File: config.mk
export PLATFORM = sky130hd
export DESIGN_NAME = rr_ring_arbiter
export DESIGN_NICKNAME = d
export VERILOG_FILES = /design/src/rtl/rr_ring_arbiter_pkg.sv /design/src/rtl/rr_ring_arbiter_ring_ptr.sv /design/src/rtl/rr_ring_arbiter.sv
export SDC_FILE = /design/constraint.sdc
export NUM_CORES = 1
export LEC_CHECK = 0
export CAP_MARGIN = 5
export CORE_MARGIN = 4
export CORE_UTILIZATION = 45
export CTS_CLUSTER_SIZE = 40
export DETAILED_ROUTE_END_ITERATION = 8
export PLACE_DENSITY = 0.75
export SYNTH_ARGS = -nofsm -noshare
export SYNTH_HDL_FRONTEND = slang
export SYNTH_SLANG_ARGS = --single-unit
export TNS_END_PERCENT = 5
File: constraint.sdc
create_clock -name clk -period 3.3 [get_ports clk]
set_clock_uncertainty 0.15 [all_clocks]
set_input_delay 0.495 -clock clk [delete_from_list [all_inputs] [get_ports clk]]
set_output_delay 0.495 -clock clk [all_outputs]
set_load 0.02 [all_outputs]
File: src/rtl/rr_ring_arbiter_pkg.sv
// Shared definitions for the round-robin ring arbiter: FSM state
// encodings and the default sizing used by the top level.
package rr_ring_arbiter_pkg;

    localparam int DEF_N        = 4;
    localparam int DEF_IDW      = 2;
    localparam int DEF_MAX_HOLD = 15;

    typedef enum logic [1:0] {
        ST_IDLE  = 2'd0,
        ST_GRANT = 2'd1,
        ST_GAP   = 2'd2
    } arb_state_e;

endpackage

File: src/rtl/rr_ring_arbiter_ring_ptr.sv
// One-hot priority pointer for the ring arbiter. On advance it loads the
// position one above the supplied one-hot winner (with wrap); reset puts
// the pointer on bit 0.
module ring_ptr #(
    parameter int N = 4
) (
    input  logic         clk,
    input  logic         rst,
    input  logic         advance,
    input  logic [N-1:0] from,
    output logic [N-1:0] ptr
);

    logic [N-1:0] ptr_r;

    // Pointer register: reset to bit 0, rotate past the winner on advance.
    always_ff @(posedge clk) begin
        if (rst) begin
            ptr_r <= {{(N-1){1'b0}}, 1'b1};
        end else if (advance) begin
            ptr_r <= {from[N-2:0], from[N-1]};
        end else begin
            ptr_r <= ptr_r;
        end
    end

    assign ptr = ptr_r;

endmodule

File: src/rtl/rr_ring_arbiter.sv
// Round-robin arbiter sharing one resource among N requesters.
// A one-hot ring pointer gives first priority; the winner holds a
// registered one-hot grant until done or until it withdraws its request,
// after which one forced idle cycle (GAP) separates it from the next grant.
// Optional feature macro: ARB_TIMEOUT_EN adds a hold counter that forces a
// release after MAX_HOLD grant cycles and pulses timeout.
module rr_ring_arbiter
    import rr_ring_arbiter_pkg::*;
#(
    parameter int N        = DEF_N,
    parameter int MAX_HOLD = DEF_MAX_HOLD,
    parameter int IDW      = DEF_IDW
) (
    input  logic           clk,
    input  logic           rst,
    input  logic [N-1:0]   req,
    input  logic           done,
    output logic [N-1:0]   gnt,
    output logic [IDW-1:0] gnt_id,
    output logic           busy,
    output logic           timeout
);

    arb_state_e     state_r;
    arb_state_e     state_nxt_s;
    logic [N-1:0]   gnt_r;
    logic [IDW-1:0] gnt_id_r;
    logic           busy_r;
    logic           timeout_r;

    logic [N-1:0]   ptr_s;
    logic [IDW-1:0] ptr_idx_s;
    logic           pick_valid_s;
    logic [IDW-1:0] pick_id_s;
    logic [N-1:0]   pick_onehot_s;
    logic           withdraw_s;
    logic           force_s;
    logic           release_s;
    logic           advance_s;
    logic           timeout_hit_s;

    ring_ptr #(.N(N)) u_ring_ptr (
        .clk     (clk),
        .rst     (rst),
        .advance (advance_s),
        .from    (gnt_r),
        .ptr     (ptr_s)
    );

    // Encode the one-hot pointer into a binary start index for the scan.
    always_comb begin
        ptr_idx_s = {IDW{1'b0}};
        for (int i = 0; i < N; i++) begin
            ptr_idx_s = ptr_idx_s | (ptr_s[i] ? IDW'(i) : {IDW{1'b0}});
        end
    end

    // Priority pick: first requester at or above the pointer, wrapping around.
    // Scanning offsets from high to low lets the smallest offset win.
    always_comb begin : pick_blk
        logic [IDW:0] pos_v;
        pick_valid_s = |req;
        pick_id_s    = {IDW{1'b0}};
        pos_v        = {(IDW+1){1'b0}};
        for (int k = N - 1; k >= 0; k--) begin
            pos_v = {1'b0, ptr_idx_s} + (IDW+1)'(k);
            if (pos_v >= (IDW+1)'(N)) begin
                pos_v = pos_v - (IDW+1)'(N);
            end else begin
                pos_v = pos_v;
            end
            if (req[pos_v[IDW-1:0]]) begin
                pick_id_s = pos_v[IDW-1:0];
            end else begin
                pick_id_s = pick_id_s;
            end
        end
    end

    // One-hot form of the picked requester, loaded into gnt on a new grant.
    always_comb begin
        pick_onehot_s            = {N{1'b0}};
        pick_onehot_s[pick_id_s] = pick_valid_s;
    end

`ifdef ARB_TIMEOUT_EN
    localparam int HCW = $clog2(MAX_HOLD + 1);
    logic [HCW-1:0] hold_cnt_r;

    // Hold counter: counts grant cycles, cleared on every release and on reset.
    always_ff @(posedge clk) begin
        if (rst) begin
            hold_cnt_r <= {HCW{1'b0}};
        end else if ((state_r == ST_GRANT) && !release_s) begin
            hold_cnt_r <= hold_cnt_r + HCW'(1);
        end else begin
            hold_cnt_r <= {HCW{1'b0}};
        end
    end

    assign force_s = (state_r == ST_GRANT) && (hold_cnt_r == HCW'(MAX_HOLD - 1));
`else
    assign force_s = 1'b0;
`endif

    assign withdraw_s    = ~|(req & gnt_r);
    // A timeout is reported only when nothing else would have released the grant.
    assign timeout_hit_s = force_s & ~done & ~withdraw_s;

    // Next-state logic and release decision.
    always_comb begin
        state_nxt_s = state_r;
        release_s   = 1'b0;
        case (state_r)
            ST_IDLE: begin
                if (pick_valid_s) begin
                    state_nxt_s = ST_GRANT;
                end else begin
                    state_nxt_s = ST_IDLE;
                end
            end
            ST_GRANT: begin
                release_s = done | withdraw_s | force_s;
                if (release_s) begin
                    state_nxt_s = ST_GAP;
                end else begin
                    state_nxt_s = ST_GRANT;
                end
            end
            ST_GAP: begin
                state_nxt_s = ST_IDLE;
            end
            default: begin
                state_nxt_s = ST_IDLE;
            end
        endcase
    end

    assign advance_s = release_s;

    // State register and registered grant outputs.
    always_ff @(posedge clk) begin
        if (rst) begin
            state_r   <= ST_IDLE;
            gnt_r     <= {N{1'b0}};
            gnt_id_r  <= {IDW{1'b0}};
            busy_r    <= 1'b0;
            timeout_r <= 1'b0;
        end else begin
            state_r   <= state_nxt_s;
            timeout_r <= 1'b0;
            case (state_r)
                ST_IDLE: begin
                    if (pick_valid_s) begin
                        gnt_r    <= pick_onehot_s;
                        gnt_id_r <= pick_id_s;
                        busy_r   <= 1'b1;
                    end else begin
                        gnt_r  <= {N{1'b0}};
                        busy_r <= 1'b0;
                    end
                end
                ST_GRANT: begin
                    if (release_s) begin
                        gnt_r     <= {N{1'b0}};
                        busy_r    <= 1'b0;
                        timeout_r <= timeout_hit_s;
                    end else begin
                        gnt_r  <= gnt_r;
                        busy_r <= busy_r;
                    end
                end
                default: begin
                    gnt_r  <= {N{1'b0}};
                    busy_r <= 1'b0;
                end
            endcase
        end
    end

    assign gnt     = gnt_r;
    assign gnt_id  = gnt_id_r;
    assign busy    = busy_r;
    assign timeout = timeout_r;

endmodule

==> report_table.html, run 1 <==
<table>
<tr><th>Metric</th><th>Value</th></tr>
<tr><th colspan="2">Critical path</th></tr>
<tr><td>Critical Path RT</td><td>3.34 ns</td></tr>
<tr><td>Capturing element type of the critical path</td><td>flip-flop</td></tr>
<tr><td>Launch point of the worst path</td><td>req[1]</td></tr>
<tr><td>Critical Path Source Type</td><td>input port</td></tr>
<tr><td>Minimum setup slack among reg-to-reg paths</td><td>1.45 ns</td></tr>
<tr><td>Standard cell with the maximum stage delay on the critical path</td><td>sky130_fd_sc_hd__clkdlybuf4s50_1</td></tr>
<tr><td>CP endpoint</td><td>gnt[1]$_SDFFE_PP0P_</td></tr>
<tr><td>CP Cell Sequence</td><td>clkdlybuf4s50_1 -&gt; or4b_1 -&gt; a21oi_1 -&gt; a31oi_1 -&gt; nand2b_4 -&gt; o31ai_2</td></tr>
<tr><td>Worst path max stage delay</td><td>0.60 ns</td></tr>
<tr><td>Path depth of the worst reg2reg path</td><td>5</td></tr>
<tr><td>Critical register-to-register path endpoint</td><td>gnt[3]$_SDFFE_PP0P_</td></tr>
<tr><td>CP Max Fanout</td><td>8</td></tr>
<tr><td>Launch point of the worst reg-to-reg path</td><td>u_ring_ptr.ptr[1]$_SDFFE_PP0P_</td></tr>
<tr><td>Classification of the worst setup path</td><td>input port to flip-flop</td></tr>
<tr><td>Arrival time of the worst setup path</td><td>2.18 ns</td></tr>
<tr><th colspan="2">Finish</th></tr>
<tr><td>Top library cells by usage in the layout, fill and taps aside</td><td>sky130_fd_sc_hd__clkdlybuf4s50_1 (13), sky130_fd_sc_hd__dfxtp_1 (12), sky130_fd_sc_hd__nor2_1 (11)</td></tr>
<tr><td>Register Area</td><td>240 sq um</td></tr>
<tr><td>Layout cells sized above 1</td><td>0.146</td></tr>
<tr><td>Number of filler instances in the final layout</td><td>146</td></tr>
<tr><td>Final core occ</td><td>0.577</td></tr>
<tr><td>Most common cell after layout, fill and taps aside</td><td>sky130_fd_sc_hd__clkdlybuf4s50_1</td></tr>
<tr><td>Area delta synth-&gt;final</td><td>18.5%</td></tr>
<tr><td>Number of standard cells in the final layout excluding fillers</td><td>112</td></tr>
<tr><td>Footprint of the multi-input gates</td><td>462 sq um</td></tr>
<tr><td>Net count, final</td><td>104</td></tr>
<tr><td>Diode count</td><td>0</td></tr>
<tr><th colspan="2">Routing</th></tr>
<tr><td>Vias after detailed routing</td><td>648</td></tr>
<tr><td>Detailed-route wire length</td><td>1.65 mm</td></tr>
<tr><td>Detailed-route DRC error count</td><td>0</td></tr>
<tr><td>Average detailed-routed wire length per instance</td><td>14.7 um</td></tr>
<tr><td>Number of nets with antenna violations after detailed routing</td><td>0</td></tr>
<tr><td>Iteration-0 DRC count of the detailed router</td><td>11</td></tr>
<tr><td>Drt via density</td><td>5.79</td></tr>
<tr><td>DRT Pass-1 Iters</td><td>4</td></tr>
<tr><th colspan="2">Placed design</th></tr>
<tr><td>Number of port buffers</td><td>13</td></tr>
<tr><td>RD Place Congestion</td><td>0.861</td></tr>
<tr><td>Placement-stage worst setup slack</td><td>0.876 ns</td></tr>
<tr><td>HPWL reported at the end of detailed placement</td><td>1.27 mm</td></tr>
<tr><td>Cell total after placement</td><td>108</td></tr>
<tr><th colspan="2">Yosys</th></tr>
<tr><td>Dominant synthesized flop cell</td><td>sky130_fd_sc_hd__dfxtp_1</td></tr>
<tr><td>Summed instance area of the synthesized netlist</td><td>759 sq um</td></tr>
<tr><td>Post-synthesis instance total</td><td>83</td></tr>
<tr><td>Cell variety after synth</td><td>36</td></tr>
<tr><td>Proportion of register bits with asynchronous set or reset after synthesis</td><td>0</td></tr>
<tr><td>Number of storage elements in the synthesis netlist</td><td>12</td></tr>
<tr><td>Synthesized Nets</td><td>90</td></tr>
<tr><td>Avg Inst Size Synth</td><td>9.15 sq um</td></tr>
<tr><td>Number of enable flip-flop cells after synthesis</td><td>0</td></tr>
<tr><td>Fraction of the yosys area taken by sequential cells</td><td>0.316</td></tr>
<tr><td>Synth warnings</td><td>0</td></tr>
<tr><th colspan="2">Clock tree</th></tr>
<tr><td>Setup fix buffers added after clock tree synthesis</td><td>0</td></tr>
<tr><td>Clk slew on worst S/H paths</td><td>0.07 ns</td></tr>
<tr><td>Root Buffer</td><td>sky130_fd_sc_hd__clkbuf_4</td></tr>
<tr><td>Clock latency at the later pin of the worst-skew pair</td><td>0.28 ns</td></tr>
<tr><td>Sink Count</td><td>12</td></tr>
<tr><td>Cts-stage hold buffer count</td><td>0</td></tr>
<tr><td>Longest Clk Path Bufs</td><td>2</td></tr>
<tr><td>Number of CTS-inserted buffers</td><td>3</td></tr>
<tr><td>Level count of the clock H-tree</td><td>1</td></tr>
<tr><td>Clock tree from TritonCTS</td><td>yes</td></tr>
<tr><td>Cts repair resizes</td><td>0</td></tr>
<tr><th colspan="2">Floorplan</th></tr>
<tr><td>Boundary pin count</td><td>15</td></tr>
<tr><td>Die outline area</td><td>0.00241 sq mm</td></tr>
<tr><td>Core Area</td><td>0.00156 sq mm</td></tr>
<tr><td>Starting utilization of the core area</td><td>0.487</td></tr>
<tr><td>Vertical extent of the die</td><td>49.1 um</td></tr>
<tr><td>Number of placement rows</td><td>14</td></tr>
<tr><td>Chip Width</td><td>49.1 um</td></tr>
<tr><th colspan="2">Global routing</th></tr>
<tr><td>Antenna violations before repair</td><td>0</td></tr>
<tr><td>Overall overflow remaining after global route</td><td>0</td></tr>
<tr><td>Maximum number of pins on one net before global-route repair</td><td>12</td></tr>
<tr><td>Global routing usage summed across all routing layers</td><td>0.148</td></tr>
<tr><td>Vias in the first global route</td><td>606</td></tr>
<tr><td>First-pass GRT wire length</td><td>2.81 mm</td></tr>
<tr><th colspan="2">Timing</th></tr>
<tr><td>Final number of max-transition violations</td><td>0</td></tr>
<tr><td>Total negative slack</td><td>0 ns</td></tr>
<tr><td>Final period utilization</td><td>0.648</td></tr>
<tr><td>Number of hold-slack violations in the final timing report</td><td>0</td></tr>
<tr><td>Unrepaired setup endpoints after global routing</td><td>no</td></tr>
<tr><td>Final setup viols</td><td>0</td></tr>
<tr><td>Tmin final</td><td>2.14 ns</td></tr>
<tr><td>Min setup slack post-route</td><td>1.16 ns</td></tr>
<tr><td>Achievable frequency</td><td>468 MHz</td></tr>
<tr><th colspan="2">Power</th></tr>
<tr><td>Pleak</td><td>0.352 nW</td></tr>
<tr><td>Worst IR Drop VDD</td><td>0.359 mV</td></tr>
<tr><td>Power Dens Cells</td><td>420 mW/mm^2</td></tr>
<tr><td>Power Total</td><td>0.378 mW</td></tr>
<tr><th colspan="2">Run</th></tr>
<tr><td>Max cap viols</td><td>0</td></tr>
<tr><th colspan="2">Min path</th></tr>
<tr><td>Class of the worst hold path</td><td>flip-flop to flip-flop</td></tr>
<tr><th colspan="2">Run status</th></tr>
<tr><td>Run status</td><td>completed</td></tr>
</table>
[logic make-up (layout without fill, tap and decap cells)]
family	after synthesis	count (layout)	synth area share
compound gates	24	24	0.267
buf+inv	7	20	0.0758
flops	12	12	0.316
mux	8	8	0.107
other cells	1	1	0.00494
simple gates	31	31	0.229
[worst max-delay path, delay by kind of cell]
| family | cells | cell delay, ns |
|---|---|---|
| buf+inv | 1 | 0.60 |
| simple gates | 2 | 0.65 |
| compound gates | 3 | 0.43 |
[routing by layer]
| layer | GRT usage | wire, um |
|---|---|---|
| met5 | 0 | 0 |
| met2 | 0.228 | 770 |
| met4 | 0.0284 | 12 |
| met1 | 0.192 | 736 |
| met3 | 0.0642 | 126 |
[state kept, by name, indices dropped and copies added (netlist names)]
register and cells:
gnt_id 2, state_r 2, gnt 4, u_ring_ptr.ptr 3
busy 1
[area by class of cell]
cell class,instances,area share
Multi-Input combinational cell,64,0.513
Sequential cell,12,0.267
Timing Repair Buffer,13,0.145
Clock buffer,4,0.0403
Tap cell,16,0.0223
Inverter,3,0.0125
[synth_stat cells, types with 2 or more instances]
cell type | number | share of area
sky130_fd_sc_hd__a21oi_1 | 7 | 0.046
sky130_fd_sc_hd__inv_1 | 3 | 0.015
sky130_fd_sc_hd__o31ai_2 | 2 | 0.033
sky130_fd_sc_hd__dfxtp_1 | 12 | 0.32
sky130_fd_sc_hd__mux2i_1 | 7 | 0.092
sky130_fd_sc_hd__o31ai_1 | 2 | 0.020
sky130_fd_sc_hd__nor2_1 | 11 | 0.054
sky130_fd_sc_hd__a22oi_1 | 2 | 0.020
sky130_fd_sc_hd__nand2_1 | 8 | 0.040
sky130_fd_sc_hd__o211a_1 | 2 | 0.026
sky130_fd_sc_hd__clkbuf_8 | 2 | 0.036
[stage by stage]
step	instance area [sq um]	hold slack, ns
floorplan	759	0.336
global placement	863	0.333
detailed placement	863	0.343
CTS	900	0.354
global route	900	0.377
finish	900	0.349
[how the worst min path moves through the flow]
stage / slack (ns) / from / end / cells after the start
finish: 0.35 / gnt[3]$_SDFFE_PP0P_ / gnt[3]$_SDFFE_PP0P_ / 2
detailed placement: 0.34 / gnt[3]$_SDFFE_PP0P_ / gnt[3]$_SDFFE_PP0P_ / 2
global placement: 0.33 / gnt_id[1]$_SDFFE_PP0P_ / gnt_id[1]$_SDFFE_PP0P_ / 2
CTS: 0.35 / gnt[3]$_SDFFE_PP0P_ / gnt[3]$_SDFFE_PP0P_ / 2
floorplan: 0.34 / state_r[0]$_SDFF_PP0_ / state_r[0]$_SDFF_PP0_ / 2
global route: 0.38 / gnt[3]$_SDFFE_PP0P_ / gnt[3]$_SDFFE_PP0P_ / 2
[power breakdown]
part / switching, mW / total, mW / leakage, nW / internal, mW
registers: 0.0111 / 0.166 / 0.0982 / 0.155
logic: 0.0489 / 0.0948 / 0.233 / 0.0458
clock network: 0.0496 / 0.117 / 0.0210 / 0.0671
total: 0.110 / 0.378 / 0.352 / 0.268
Power figures use the tool's default switching activity.
==> run 2, diff against run 1 <==
CORE_UTILIZATION = 44   (was 45)
PLACE_DENSITY = 0.76   (was 0.75)
clock period = 1.9 ns   (was 3.3 ns; I/O delays follow)
==> run 2 against run 1 <==
Compared with the run above: routed wire length is 13% higher; largest cell class unchanged; critical path depth stayed put; non-clock buffer count is 15 higher.
==> report_table.html, run 2 (same netlist as run 1, synthesis figures left out) <==
<table>
<tr><th>Metric</th><th>Value</th></tr>
<tr><th colspan="2">Run status</th></tr>
<tr><td>Run status</td><td>completed (unchanged)</td></tr>
<tr><th colspan="2">Routing</th></tr>
<tr><td>Drt via density</td><td>5.70 (was 5.79)</td></tr>
<tr><td>Number of nets with antenna violations after detailed routing</td><td>0 (unchanged)</td></tr>
<tr><td>Detailed-route DRC error count</td><td>0 (unchanged)</td></tr>
<tr><td>Average detailed-routed wire length per instance</td><td>14.8 um (was 14.7 um)</td></tr>
<tr><td>Detailed-route wire length</td><td>1.86 mm (was 1.65 mm)</td></tr>
<tr><td>Vias after detailed routing</td><td>718 (was 648)</td></tr>
<tr><td>Iteration-0 DRC count of the detailed router</td><td>16 (was 11)</td></tr>
<tr><td>DRT Pass-1 Iters</td><td>4 (unchanged)</td></tr>
<tr><th colspan="2">Clock tree</th></tr>
<tr><td>Setup fix buffers added after clock tree synthesis</td><td>0 (unchanged)</td></tr>
<tr><td>Cts repair resizes</td><td>1 (was 0)</td></tr>
<tr><td>Clock latency at the later pin of the worst-skew pair</td><td>0.27 ns (was 0.28 ns)</td></tr>
<tr><td>Cts-stage hold buffer count</td><td>0 (unchanged)</td></tr>
<tr><td>Number of CTS-inserted buffers</td><td>3 (unchanged)</td></tr>
<tr><td>Longest Clk Path Bufs</td><td>2 (unchanged)</td></tr>
<tr><td>Clock tree from TritonCTS</td><td>yes (unchanged)</td></tr>
<tr><td>Level count of the clock H-tree</td><td>1 (unchanged)</td></tr>
<tr><td>Root Buffer</td><td>sky130_fd_sc_hd__clkbuf_4 (unchanged)</td></tr>
<tr><td>Clk slew on worst S/H paths</td><td>0.06 ns (was 0.07 ns)</td></tr>
<tr><td>Sink Count</td><td>12 (unchanged)</td></tr>
<tr><th colspan="2">Power</th></tr>
<tr><td>Power Total</td><td>0.640 mW (was 0.378 mW)</td></tr>
<tr><td>Power Dens Cells</td><td>628 mW/mm^2 (was 420 mW/mm^2)</td></tr>
<tr><td>Pleak</td><td>0.424 nW (was 0.352 nW)</td></tr>
<tr><td>Worst IR Drop VDD</td><td>0.613 mV (was 0.359 mV)</td></tr>
<tr><th colspan="2">Floorplan</th></tr>
<tr><td>Core Area</td><td>0.00158 sq mm (was 0.00156 sq mm)</td></tr>
<tr><td>Starting utilization of the core area</td><td>0.482 (was 0.487)</td></tr>
<tr><td>Chip Width</td><td>49.5 um (was 49.1 um)</td></tr>
<tr><td>Number of placement rows</td><td>14 (unchanged)</td></tr>
<tr><td>Vertical extent of the die</td><td>49.5 um (was 49.1 um)</td></tr>
<tr><td>Boundary pin count</td><td>15 (unchanged)</td></tr>
<tr><td>Die outline area</td><td>0.00245 sq mm (was 0.00241 sq mm)</td></tr>
<tr><th colspan="2">Global routing</th></tr>
<tr><td>Antenna violations before repair</td><td>0 (unchanged)</td></tr>
<tr><td>Maximum number of pins on one net before global-route repair</td><td>12 (unchanged)</td></tr>
<tr><td>First-pass GRT wire length</td><td>3.31 mm (was 2.81 mm)</td></tr>
<tr><td>Overall overflow remaining after global route</td><td>0 (unchanged)</td></tr>
<tr><td>Global routing usage summed across all routing layers</td><td>0.173 (was 0.148)</td></tr>
<tr><td>Vias in the first global route</td><td>745 (was 606)</td></tr>
<tr><th colspan="2">Finish</th></tr>
<tr><td>Most common cell after layout, fill and taps aside</td><td>sky130_fd_sc_hd__buf_4 (was sky130_fd_sc_hd__clkdlybuf4s50_1)</td></tr>
<tr><td>Layout cells sized above 1</td><td>0.309 (was 0.146)</td></tr>
<tr><td>Top library cells by usage in the layout, fill and taps aside</td><td>sky130_fd_sc_hd__buf_4 (15), sky130_fd_sc_hd__clkdlybuf4s50_1 (12), sky130_fd_sc_hd__dfxtp_1 (11) (was sky130_fd_sc_hd__clkdlybuf4s50_1 (13), sky130_fd_sc_hd__dfxtp_1 (12), sky130_fd_sc_hd__nor2_1 (11))</td></tr>
<tr><td>Flip-flop count of the largest register after layout</td><td>4 (unchanged)</td></tr>
<tr><td>Area delta synth-&gt;final</td><td>34.1% (was 18.5%)</td></tr>
<tr><td>Diode count</td><td>0 (unchanged)</td></tr>
<tr><td>Register Area</td><td>241 sq um (was 240 sq um)</td></tr>
<tr><td>Number of filler instances in the final layout</td><td>142 (was 146)</td></tr>
<tr><td>Footprint of the multi-input gates</td><td>482 sq um (was 462 sq um)</td></tr>
<tr><td>Final core occ</td><td>0.646 (was 0.577)</td></tr>
<tr><td>Net count, final</td><td>119 (was 104)</td></tr>
<tr><th colspan="2">Placed design</th></tr>
<tr><td>Number of port buffers</td><td>13 (unchanged)</td></tr>
<tr><td>Placement-stage worst setup slack</td><td>-0.315 ns (was 0.876 ns)</td></tr>
<tr><td>HPWL reported at the end of detailed placement</td><td>1.50 mm (was 1.27 mm)</td></tr>
<tr><td>RD Place Congestion</td><td>0.866 (was 0.861)</td></tr>
<tr><th colspan="2">Run</th></tr>
<tr><td>Max cap viols</td><td>0 (unchanged)</td></tr>
<tr><th colspan="2">Timing</th></tr>
<tr><td>Final setup viols</td><td>0 (unchanged)</td></tr>
<tr><td>Min Hold Slack</td><td>0.360 ns (was 0.349 ns)</td></tr>
<tr><td>Unrepaired setup endpoints after global routing</td><td>yes (was no)</td></tr>
<tr><td>Achievable frequency</td><td>547 MHz</td></tr>
<tr><td>Number of hold-slack violations in the final timing report</td><td>0 (unchanged)</td></tr>
<tr><td>Min setup slack post-route</td><td>0.0703 ns (was 1.16 ns)</td></tr>
<tr><td>Final number of max-transition violations</td><td>0 (unchanged)</td></tr>
<tr><td>Tmin final</td><td>1.83 ns</td></tr>
<tr><td>Final period utilization</td><td>0.963</td></tr>
<tr><th colspan="2">Critical path</th></tr>
<tr><td>Capturing element type of the critical path</td><td>flip-flop (unchanged)</td></tr>
<tr><td>Classification of the worst setup path</td><td>input port to flip-flop (unchanged)</td></tr>
<tr><td>Critical Path Source Type</td><td>input port (unchanged)</td></tr>
<tr><td>CP Max Fanout</td><td>4 (was 8)</td></tr>
<tr><td>Critical Path RT</td><td>1.91 ns (was 3.34 ns)</td></tr>
<tr><td>Arrival time of the worst setup path</td><td>1.84 ns (was 2.18 ns)</td></tr>
<tr><th colspan="2">Min path</th></tr>
<tr><td>Class of the worst hold path</td><td>flip-flop to flip-flop (unchanged)</td></tr>
</table>
run 2: cell type report:
cell class / instances / area share
well taps: 16 / 0.0197
repair buffers: 28 / 0.237
clock buffers: 3 / 0.0221
multi-input cells: 64 / 0.473
flip-flops and latches: 12 / 0.237
inverters: 3 / 0.0111
run 2: through the flow:
step	std cells	instance area (sq um)	TNS [ns]
after floorplan	83	759	0
after global placement	123	976	-1.68
after detailed placement	123	976	-2.21
after CTS	126	997	0
after global routing	126	1020	-0.0150
final	126	1020	0
run 2: worst paths after layout:
| kind | start | endpoint | slack [ns] | depth (start not counted) |
|---|---|---|---|---|
| max reg2reg | u_ring_ptr.ptr[1]$_SDFFE_PP0P_ | gnt[1]$_SDFFE_PP0P_ | 0.08 | 5 |
| min reg2reg | gnt[3]$_SDFFE_PP0P_ | gnt[3]$_SDFFE_PP0P_ | 0.36 | 2 |
| max | req[2] | gnt_id[0]$_SDFFE_PP0P_ | 0.07 | 6 |
| min | gnt[3]$_SDFFE_PP0P_ | gnt[3]$_SDFFE_PP0P_ | 0.36 | 2 |
run 2: where the power goes:
| part | switching, mW | internal [mW] | leakage [nW] | total (mW) |
|---|---|---|---|---|
| Sequential | 0.0196 | 0.270 | 0.0987 | 0.290 |
| Clock | 0.0764 | 0.0733 | 0.0138 | 0.150 |
| Combinational | 0.0953 | 0.105 | 0.311 | 0.200 |
run 2: worst max-delay path: stages:
cell	delay, ns
sky130_fd_sc_hd__clkdlybuf4s50_1	0.56
sky130_fd_sc_hd__mux2i_1	0.11
sky130_fd_sc_hd__a22o_1	0.23
sky130_fd_sc_hd__o211ai_2	0.20
sky130_fd_sc_hd__a21oi_1	0.16
sky130_fd_sc_hd__o31a_1	0.30
run 2: metal layers:
metal | up-vias | track usage | routed length, um
met5 | - | 0 | 0
met4 | 0 | 0.0369 | 4
met3 | 2 | 0.0542 | 93
met2 | 18 | 0.295 | 941
met1 | 340 | 0.212 | 823
li1 | 358 | - | -
==> run 3, diff against run 2 <==
PLACE_DENSITY = not set   (was 0.76)
PLACE_DENSITY_LB_ADDON = 0.08   (was not set)
==> run 3 against run 2 <==
Compared with the run above: clock power grew 3%; total power grew 0.85%; routed wire length shrank 0.32%; critical path depth shrank 1; die area is the same; worst hold slack lost 0.023 ns; global-route usage shrank 0.31 points; sequential power is essentially flat; final area shrank 0.49%; utilization shrank 0.32 points; fmax shrank 1.3%.
==> report_table.html, run 3 (same netlist as run 1, synthesis figures left out) <==
<table>
<tr><th>Metric</th><th>Value</th></tr>
<tr><th colspan="2">Timing</th></tr>
<tr><td>Final number of max-transition violations</td><td>0 (unchanged)</td></tr>
<tr><td>Tmin final</td><td>1.85 ns (was 1.83 ns)</td></tr>
<tr><td>Final setup viols</td><td>0 (unchanged)</td></tr>
<tr><td>Total negative slack</td><td>0 ns (unchanged)</td></tr>
<tr><td>Number of hold-slack violations in the final timing report</td><td>0 (unchanged)</td></tr>
<tr><td>Min setup slack post-route</td><td>0.0470 ns (was 0.0703 ns)</td></tr>
<tr><td>Achievable frequency</td><td>540 MHz (was 547 MHz)</td></tr>
<tr><td>Final period utilization</td><td>0.975 (was 0.963)</td></tr>
<tr><th colspan="2">Clock tree</th></tr>
<tr><td>Level count of the clock H-tree</td><td>1 (unchanged)</td></tr>
<tr><td>Root Buffer</td><td>sky130_fd_sc_hd__clkbuf_4 (unchanged)</td></tr>
<tr><td>Setup fix buffers added after clock tree synthesis</td><td>0 (unchanged)</td></tr>
<tr><td>Clock tree from TritonCTS</td><td>yes (unchanged)</td></tr>
<tr><td>Cts-stage hold buffer count</td><td>0 (unchanged)</td></tr>
<tr><td>Clk slew on worst S/H paths</td><td>0.07 ns (was 0.06 ns)</td></tr>
<tr><td>Number of CTS-inserted buffers</td><td>3 (unchanged)</td></tr>
<tr><td>Longest Clk Path Bufs</td><td>2 (unchanged)</td></tr>
<tr><td>Clock latency at the later pin of the worst-skew pair</td><td>0.27 ns (about the same)</td></tr>
<tr><td>Sink Count</td><td>12 (unchanged)</td></tr>
<tr><th colspan="2">Finish</th></tr>
<tr><td>Number of filler instances in the final layout</td><td>149 (was 142)</td></tr>
<tr><td>Area delta synth-&gt;final</td><td>33.4% (was 34.1%)</td></tr>
<tr><td>Register Area</td><td>241 sq um (unchanged)</td></tr>
<tr><td>Layout cells sized above 1</td><td>0.291 (was 0.309)</td></tr>
<tr><td>Top library cells by usage in the layout, fill and taps aside</td><td>sky130_fd_sc_hd__buf_4 (15), sky130_fd_sc_hd__dfxtp_1 (11), sky130_fd_sc_hd__clkdlybuf4s50_1 (11) (was sky130_fd_sc_hd__buf_4 (15), sky130_fd_sc_hd__clkdlybuf4s50_1 (12), sky130_fd_sc_hd__dfxtp_1 (11))</td></tr>
<tr><td>Diode count</td><td>0 (unchanged)</td></tr>
<tr><td>Flip-flop count of the largest register after layout</td><td>4 (unchanged)</td></tr>
<tr><td>Net count, final</td><td>119 (unchanged)</td></tr>
<tr><td>Most common cell after layout, fill and taps aside</td><td>sky130_fd_sc_hd__buf_4 (unchanged)</td></tr>
<tr><td>Footprint of the multi-input gates</td><td>474 sq um (was 482 sq um)</td></tr>
<tr><th colspan="2">Placed design</th></tr>
<tr><td>Placement-stage worst setup slack</td><td>-0.285 ns (was -0.315 ns)</td></tr>
<tr><td>RD Place Congestion</td><td>0.975 (was 0.866)</td></tr>
<tr><td>Number of port buffers</td><td>13 (unchanged)</td></tr>
<tr><td>HPWL reported at the end of detailed placement</td><td>1.44 mm (was 1.50 mm)</td></tr>
<tr><th colspan="2">Routing</th></tr>
<tr><td>Detailed-route DRC error count</td><td>0 (unchanged)</td></tr>
<tr><td>Iteration-0 DRC count of the detailed router</td><td>10 (was 16)</td></tr>
<tr><td>Detailed-route wire length</td><td>1.86 mm (about the same)</td></tr>
<tr><td>Drt via density</td><td>5.67 (was 5.70)</td></tr>
<tr><td>Average detailed-routed wire length per instance</td><td>14.7 um (was 14.8 um)</td></tr>
<tr><td>Vias after detailed routing</td><td>715 (was 718)</td></tr>
<tr><td>Number of nets with antenna violations after detailed routing</td><td>0 (unchanged)</td></tr>
<tr><td>DRT Pass-1 Iters</td><td>4 (unchanged)</td></tr>
<tr><th colspan="2">Floorplan</th></tr>
<tr><td>Number of placement rows</td><td>14 (unchanged)</td></tr>
<tr><td>Boundary pin count</td><td>15 (unchanged)</td></tr>
<tr><td>Core Area</td><td>0.00158 sq mm (unchanged)</td></tr>
<tr><td>Chip Width</td><td>49.5 um (unchanged)</td></tr>
<tr><td>Vertical extent of the die</td><td>49.5 um (unchanged)</td></tr>
<tr><td>Starting utilization of the core area</td><td>0.482 (unchanged)</td></tr>
<tr><td>Die outline area</td><td>0.00245 sq mm (unchanged)</td></tr>
<tr><th colspan="2">Global routing</th></tr>
<tr><td>Vias in the first global route</td><td>730 (was 745)</td></tr>
<tr><td>First-pass GRT wire length</td><td>3.23 mm (was 3.31 mm)</td></tr>
<tr><td>Overall overflow remaining after global route</td><td>0 (unchanged)</td></tr>
<tr><td>Global routing usage summed across all routing layers</td><td>0.170 (was 0.173)</td></tr>
<tr><td>Maximum number of pins on one net before global-route repair</td><td>12 (unchanged)</td></tr>
<tr><td>Antenna violations before repair</td><td>0 (unchanged)</td></tr>
<tr><th colspan="2">Power</th></tr>
<tr><td>Register share of total power</td><td>0.450 (was 0.453)</td></tr>
<tr><td>Fraction of power spent switching nets</td><td>0.302 (was 0.299)</td></tr>
<tr><td>Pleak</td><td>0.432 nW (was 0.424 nW)</td></tr>
<tr><td>Net load switching power</td><td>0.195 mW (was 0.191 mW)</td></tr>
<tr><td>Combinational fraction of design power</td><td>0.311 (was 0.313)</td></tr>
<tr><td>Internal power</td><td>0.450 mW (was 0.448 mW)</td></tr>
<tr><td>Worst IR Drop VDD</td><td>0.508 mV (was 0.613 mV)</td></tr>
<tr><td>Power Dens Cells</td><td>637 mW/mm^2 (was 628 mW/mm^2)</td></tr>
<tr><td>Clock group share of total power</td><td>0.239 (was 0.234)</td></tr>
<tr><th colspan="2">Critical path</th></tr>
<tr><td>Capturing element type of the critical path</td><td>flip-flop (unchanged)</td></tr>
<tr><td>Worst path bufs/invs</td><td>0 (was 1)</td></tr>
<tr><td>Cell class contributing the biggest share of worst-path delay</td><td>simple AND/OR/NAND/NOR gates (was compound AO/OA/AOI/OAI gates)</td></tr>
<tr><td>Critical Path Source Type</td><td>flip-flop (was input port)</td></tr>
<tr><td>CP Max Fanout</td><td>11 (was 4)</td></tr>
<tr><td>Critical Path RT</td><td>1.94 ns (was 1.91 ns)</td></tr>
<tr><td>Worst path max stage delay</td><td>0.54 ns (was 0.56 ns)</td></tr>
<tr><td>Classification of the worst setup path</td><td>flip-flop to flip-flop (was input port to flip-flop)</td></tr>
<tr><td>Standard cell with the maximum stage delay on the critical path</td><td>sky130_fd_sc_hd__or4b_1 (was sky130_fd_sc_hd__clkdlybuf4s50_1)</td></tr>
<tr><td>Arrival time of the worst setup path</td><td>1.89 ns (was 1.84 ns)</td></tr>
<tr><td>CP Cell Sequence</td><td>or4b_1 -&gt; a21oi_1 -&gt; a31oi_2 -&gt; nand2b_4 -&gt; o31ai_2 (was clkdlybuf4s50_1 -&gt; mux2i_1 -&gt; a22o_1 -&gt; o211ai_2 -&gt; a21oi_1 -&gt; o31a_1)</td></tr>
<tr><th colspan="2">Run</th></tr>
<tr><td>Max cap viols</td><td>0 (unchanged)</td></tr>
<tr><th colspan="2">Min path</th></tr>
<tr><td>Class of the worst hold path</td><td>flip-flop to flip-flop (unchanged)</td></tr>
<tr><th colspan="2">Run status</th></tr>
<tr><td>Run status</td><td>completed (unchanged)</td></tr>
</table>
==> run 3: final cells by class <==
cell class,count,share of cell area
multi-input combinational,64,0.468
clock buffer,3,0.0222
sequential,12,0.238
tap,16,0.0198
inverter,3,0.0111
timing repair buffer,28,0.241
==> run 3: power by group through the flow <==
stage	sequential [mW]	combinational, mW	clock (mW)
detailed placement	0.296	0.199	0
floorplan	0.302	0.102	0
finish	0.290	0.201	0.154
CTS	0.290	0.199	0.156
global placement	0.295	0.198	0
global route	0.294	0.219	0.165
==> run 3: timing repair <==
item | 4_1_cts | 5_1_grt
cloned | 0 | 0
setup endpoints to repair | 2 | 5
pin swaps | 0 | 1
resized for setup | 1 | 5
==> run 3: path summary, 6_finish.rpt <==
kind | start | end | slack [ns] | depth (start not counted)
worst min-delay path | gnt[3]$_SDFFE_PP0P_ | gnt[3]$_SDFFE_PP0P_ | 0.34 | 2
worst min register to register | gnt[3]$_SDFFE_PP0P_ | gnt[3]$_SDFFE_PP0P_ | 0.34 | 2
worst max register to register | u_ring_ptr.ptr[1]$_SDFFE_PP0P_ | gnt[1]$_SDFFE_PP0P_ | 0.05 | 5
worst max-delay path | u_ring_ptr.ptr[1]$_SDFFE_PP0P_ | gnt[1]$_SDFFE_PP0P_ | 0.05 | 5
==> run 3: worst register-to-register path: cells and delay by family, from the launching register on <==
family / cells / cell delay, ns
flops: 1 / 0.40
compound gates: 3 / 0.49
simple gates: 2 / 0.72
==> run 3: through the flow <==
step                      power, mW  hold slack (ns)  cells   util  area (sq um)
after CTS                     0.644            0.347    126  0.633           997
after floorplan               0.404            0.336     83      -           759
after global routing          0.678            0.388    126  0.643          1010
after global placement        0.493            0.324    123  0.619           976
final                         0.645            0.337    126  0.643          1010
after detailed placement      0.495            0.337    123  0.619           976
==> run 3: per-layer routing <==
layer | global-route usage | routed length, um
met2 | 0.251 | 847
met1 | 0.219 | 888
met3 | 0.0663 | 85
met4 | 0.0691 | 35
met5 | 0 | 0
